$ cat src/rtl/tdm_demux.sv
// rtl/tdm_demux.sv - TDM receive demux: locks to slot-0 sync, steers words to per-channel registers.
module tdm_demux #(
    parameter int CHANNELS = 4,
    parameter int WIDTH    = 8
) (
    input  logic                      clk,
    input  logic                      rst,
    input  logic [WIDTH-1:0]          din,
    input  logic                      din_valid,
    input  logic                      sync,
    output logic [CHANNELS*WIDTH-1:0] dout,
    output logic [CHANNELS-1:0]       dout_valid,
    output logic                      frame_done,
    output logic                      locked,
    output logic                      sync_err
);
    localparam int SW = (CHANNELS > 1) ? $clog2(CHANNELS) : 1;
    localparam logic [SW-1:0] LAST_SLOT = SW'(CHANNELS - 1);

    typedef enum logic {HUNT = 1'b0, LOCKED = 1'b1} state_t;

    state_t                    state_q, state_d;
    logic [SW-1:0]             slot_q, slot_d;
    logic [CHANNELS*WIDTH-1:0] dout_q, dout_d;
    logic [CHANNELS-1:0]       dout_valid_q, dout_valid_d;
    logic                      frame_done_q, frame_done_d;
    logic                      sync_err_q, sync_err_d;
    logic                      locked_q, locked_d;

    logic                      wr_en;
    logic [SW-1:0]             wr_sel;

    always_comb begin
        state_d      = state_q;
        slot_d       = slot_q;
        frame_done_d = 1'b0;
        sync_err_d   = 1'b0;
        wr_en        = 1'b0;
        wr_sel       = '0;

        if (din_valid) begin
            if (state_q == HUNT) begin
                if (sync) begin
                    wr_en   = 1'b1;
                    slot_d  = SW'(1);
                    state_d = LOCKED;
                end
            end else if (sync) begin
                // A sync anywhere but slot 0 abandons the partial frame and re-aligns.
                sync_err_d = (slot_q != '0);
                wr_en      = 1'b1;
                slot_d     = SW'(1);
            end else if (slot_q == '0) begin
                sync_err_d = 1'b1;
                slot_d     = '0;
                state_d    = HUNT;
            end else begin
                wr_en  = 1'b1;
                wr_sel = slot_q;
                if (slot_q == LAST_SLOT) begin
                    frame_done_d = 1'b1;
                    slot_d       = '0;
                end else begin
                    slot_d = slot_q + SW'(1);
                end
            end
        end

        dout_d       = dout_q;
        dout_valid_d = '0;
        for (int k = 0; k < CHANNELS; k++) begin
            if (wr_en && (wr_sel == SW'(k))) begin
                dout_d[k*WIDTH +: WIDTH] = din;
                dout_valid_d[k]          = 1'b1;
            end
        end

        locked_d = (state_d == LOCKED);
    end

    always_ff @(posedge clk) begin
        if (rst) begin
            state_q      <= HUNT;
            slot_q       <= '0;
            dout_q       <= '0;
            dout_valid_q <= '0;
            frame_done_q <= 1'b0;
            sync_err_q   <= 1'b0;
            locked_q     <= 1'b0;
        end else begin
            state_q      <= state_d;
            slot_q       <= slot_d;
            dout_q       <= dout_d;
            dout_valid_q <= dout_valid_d;
            frame_done_q <= frame_done_d;
            sync_err_q   <= sync_err_d;
            locked_q     <= locked_d;
        end
    end

    assign dout       = dout_q;
    assign dout_valid = dout_valid_q;
    assign frame_done = frame_done_q;
    assign sync_err   = sync_err_q;
    assign locked     = locked_q;
endmodule

$ cat config.mk
export PLATFORM = sky130hd
export DESIGN_NAME = tdm_demux
export DESIGN_NICKNAME = d
export VERILOG_FILES = /design/src/rtl/tdm_demux.sv
export SDC_FILE = /design/constraint.sdc
export NUM_CORES = 1
export LEC_CHECK = 0
export ABC_AREA = 1
export BUFFER_PORTS_ARGS = -buffer_cell sky130_fd_sc_hd__buf_2
export CAP_MARGIN = 40
export CELL_PAD_IN_SITES_DETAIL_PLACEMENT = 2
export CELL_PAD_IN_SITES_GLOBAL_PLACEMENT = 2
export CORE_MARGIN = 1.5
export CORE_UTILIZATION = 29
export CTS_BUF_LIST = sky130_fd_sc_hd__clkbuf_4
export DETAILED_ROUTE_END_ITERATION = 10
export GPL_ROUTABILITY_DRIVEN = 0
export GPL_TIMING_DRIVEN = 1
export PLACE_DENSITY_LB_ADDON = 0.1
export SYNTH_ARGS = -nofsm -noshare
export SYNTH_HDL_FRONTEND = slang
export SYNTH_SLANG_ARGS = --single-unit
$ cat constraint.sdc
create_clock -name clk -period 2.15 [get_ports clk]
set_input_delay 0.645 -clock clk [delete_from_list [all_inputs] [get_ports clk]]
set_output_delay 0.645 -clock clk [all_outputs]
set_load 0.05 [all_outputs]
==> qor.tcl <==
set qor(timing.critical_path.arrival_ps) 2170
set qor(synth_sequential_area_ratio_pct) 47.0
set qor(fin_crit_ps) 1900
set qor(final_max_slew_viol_count) 0
set qor(gr-usage-all-layers_pct) 17.3
set qor(placed_cells) 355
set qor(maximum_net_fanout_on_the_critical_path) 16
set qor(grt.overflow.total) 0
set qor(start_util_pct) 29.9
set qor(final_common_cell) {sky130_fd_sc_hd__nor2_1}
set qor(dp_hpwl_um) 3870
set qor(finalClockSkew_ps) 5.56
set qor(dr_total_vias) 1693
set qor(postSynthNetCount) 253
set qor(timing.max_slew.rel_slack_pct) 70.4
set qor(run_status) {complete, no violations}
set qor(chipWidth_um) 80.6
set qor(post_cts_setup_inserts) 0
set qor(root_buffer) {sky130_fd_sc_hd__clkbuf_4}
set qor(clock_pin_transition_on_the_worst_setup_and_hold_timing_paths_ps) 120
set qor(global_route_wire_length_before_repair_um) 8510
set qor(p_per_area_nw_per_um2) 657
set qor(sequentialPowerShare_pct) 57.4
set qor(final_antenna_net_count) 0
set qor(postCtsHoldBufs) 0
set qor(crit_path_cell_trace) {inv_1 -> ha_1 -> ha_1 -> nand2_1 -> nand2_4 -> nor2_4 -> nand3_1 -> nand2_1 -> nor2_1}
set qor(finalSetupViolations) 0
set qor(worst_skew_pair.late_latency_ps) 360
set qor(comb_power_share_pct) 16.0
set qor(num_io_pins) 51
set qor(post-route-drc-count) 0
set qor(grt_setup_unrepaired) {no}
set qor(synth_cells) 237
set qor(die_area_sq_um) 6500
set qor(cts_tree) {done}
set qor(p_switching_mw) 0.429
set qor(postRouteWirelength_um) 5170
set qor(syn-mean-instance-area_sq_um) 7.37
set qor(total_power_mw) 1.38
set qor(cap_violations) 0
set qor(cts-resized-gates) 0
set qor(cp_data_required_time_ps) 2420
set qor(yosys_register_bits) 41
set qor(final_core_utilization_pct) 35.9
set qor(kind_of_critical_path) {register to register}
set qor(detail_route.iter0.violations) 39
set qor(crit_start) {slot_q[0]$_SDFFE_PP0P_}
set qor(die_h_um) 80.6
set qor(min-delay-start) {dout[9]$_SDFFE_PP0P_}
set qor(coreArea_sq_um) 5850
set qor(vdd.ir_drop.worst_v) 0.000285
set qor(fin_crit_sh_pct) 88.6
set qor(timing.final.hold_violations) 0
set qor(fin_setup_tns_ps) 0
set qor(wl_per_cell_um) 14.3
set qor(tritoncts_sink_count) 41
set qor(io_buffers) 50
set qor(rows) 28
set qor(final_cells) 361
set qor(netlist-cell-type-count) 22
set qor(grt_max_degree) 28
set qor(synth_cell_area_sq_um) 1750
set qor(max_freq_ghz) 0.525
set qor(vias_per_cell) 4.69
set qor(area_delta_synth_final_pct) 20.3
set qor(master_of_the_slowest_instance_on_the_critical_path) {sky130_fd_sc_hd__dfxtp_1}
set qor(clock_tree.htree_level_count) 2
set qor(worst_pin_slew_ps) 443
set qor(regToRegStartpoint) {slot_q[0]$_SDFFE_PP0P_}
set qor(synthesis.yosys.warnings) 0
set qor(finalHoldWorstSlack_ps) 494
set qor(endpoint_kind) {register}
set qor(hold_path_class) {register to register}
set qor(final_net_count) 303
set qor(final_cell_mix) {sky130_fd_sc_hd__nor2_1, sky130_fd_sc_hd__buf_2, sky130_fd_sc_hd__nand2_1, sky130_fd_sc_hd__dfxtp_1, sky130_fd_sc_hd__nand3_1}
set qor(cts_inserted_buffers) 5
set qor(via_count_of_the_first_global_routing_pass) 1749
set qor(cpPeakStageDelay_ps) 430
set qor(antenna_cells_inserted) 0
set qor(cts.path.max_buffers) 2
set qor(antenna_found_initial) 0
set qor(critical_path.startpoint_type) {register}
set qor(switching_share_pct) 31.0
set qor(detailedRoute.firstPassIterationCount) 4
set qor(p_leak_nw) 1.03
set qor(final_layout_size_suffix_gt1_share_pct) 24.8
set qor(clock_power_share_pct) 26.6
set qor(cell_internal_pwr_mw) 0.953
## worst paths after layout
| check | endpoint | slack [ps] | depth (start not counted) |
|---|---|---|---|
| setup / recovery | dout[9]$_SDFFE_PP0P_ | 250 | 9 |
| hold / removal | dout[9]$_SDFFE_PP0P_ | 490 | 2 |
| setup reg to reg | dout[9]$_SDFFE_PP0P_ | 250 | 9 |
| hold reg to reg | dout[9]$_SDFFE_PP0P_ | 490 | 2 |
## power groups by stage
stage                     clock [mW]  combinational, mW  sequential, mW
after floorplan                    0             0.0919           0.874
after global placement             0              0.219           0.810
after detailed placement           0              0.224           0.810
after CTS                      0.386              0.226           0.793
after global routing           0.409              0.243           0.796
final                          0.368              0.221           0.793
## registers in the layout (all words and copies together) (netlist names)
register / cells
dout: 32
dout_valid: 4
slot_q: 2
frame_done: 1
locked: 1
sync_err: 1
## kinds of logic after synthesis
logic type	share of synthesized area [%]
compound gates	3.15
fa+ha+maj	2.87
buf+inv	7.66
flops	47.0
simple gates	39.3
## worst max-delay path: cells and delay by family (launching register included)
kind	cells	cell delay (ps)
AND/OR/NAND/NOR	6	860
buffers and inverters	1	110
flip-flops	1	430
adder cells (fa/ha/maj)	2	420
## final cells by class
class / instances / area, sq um
Timing Repair Buffer: 53 / 285
Inverter: 18 / 67.6
Sequential cell: 41 / 821
Multi-Input combinational cell: 168 / 792
Tap cell: 75 / 93.8
Fill cell: 739 / 3750
Clock buffer: 5 / 37.5
Clock inverter: 1 / 5.00
## through the flow
stage | area (sq um) | worst slack (ps)
floorplan | 1750 | 484
global placement | 2060 | 173
detailed placement | 2060 | 115
CTS | 2100 | 235
global route | 2100 | 34.5
finish | 2100 | 245
## cell usage after synthesis
library cell | instances | area [sq um]
sky130_fd_sc_hd__nand2_1 | 44 | 165
sky130_fd_sc_hd__nor4_1 | 1 | 6.26
sky130_fd_sc_hd__nand3_1 | 35 | 175
sky130_fd_sc_hd__inv_1 | 14 | 52.6
sky130_fd_sc_hd__ha_1 | 4 | 50.1
sky130_fd_sc_hd__nor3b_1 | 1 | 7.51
sky130_fd_sc_hd__inv_2 | 3 | 11.3
sky130_fd_sc_hd__clkinv_1 | 1 | 3.75
sky130_fd_sc_hd__a21oi_1 | 10 | 50.1
sky130_fd_sc_hd__nor2_1 | 60 | 225
sky130_fd_sc_hd__buf_4 | 3 | 22.5
sky130_fd_sc_hd__o21ai_0 | 1 | 5.00
sky130_fd_sc_hd__buf_6 | 2 | 22.5
sky130_fd_sc_hd__nand2_4 | 1 | 11.3
sky130_fd_sc_hd__dfxtp_1 | 41 | 821
sky130_fd_sc_hd__nand4_2 | 1 | 12.5
sky130_fd_sc_hd__clkbuf_1 | 3 | 11.3
sky130_fd_sc_hd__nor2_2 | 1 | 6.26
sky130_fd_sc_hd__nor2_4 | 5 | 56.3
sky130_fd_sc_hd__nor3_1 | 3 | 15.0
sky130_fd_sc_hd__or2_2 | 1 | 6.26
sky130_fd_sc_hd__buf_2 | 2 | 10.0
## routing by layer
layer  vias to the layer above  GRT usage, %  part of all wire (%)
li1                        842             -                     -
met1                       806          22.7                    46
met2                        40          27.8                    48
met3                         5          4.20                   4.8
met4                         0          5.17                   1.4
met5                         -             0                     0
Note: power is estimated with default switching activity, not from simulation.
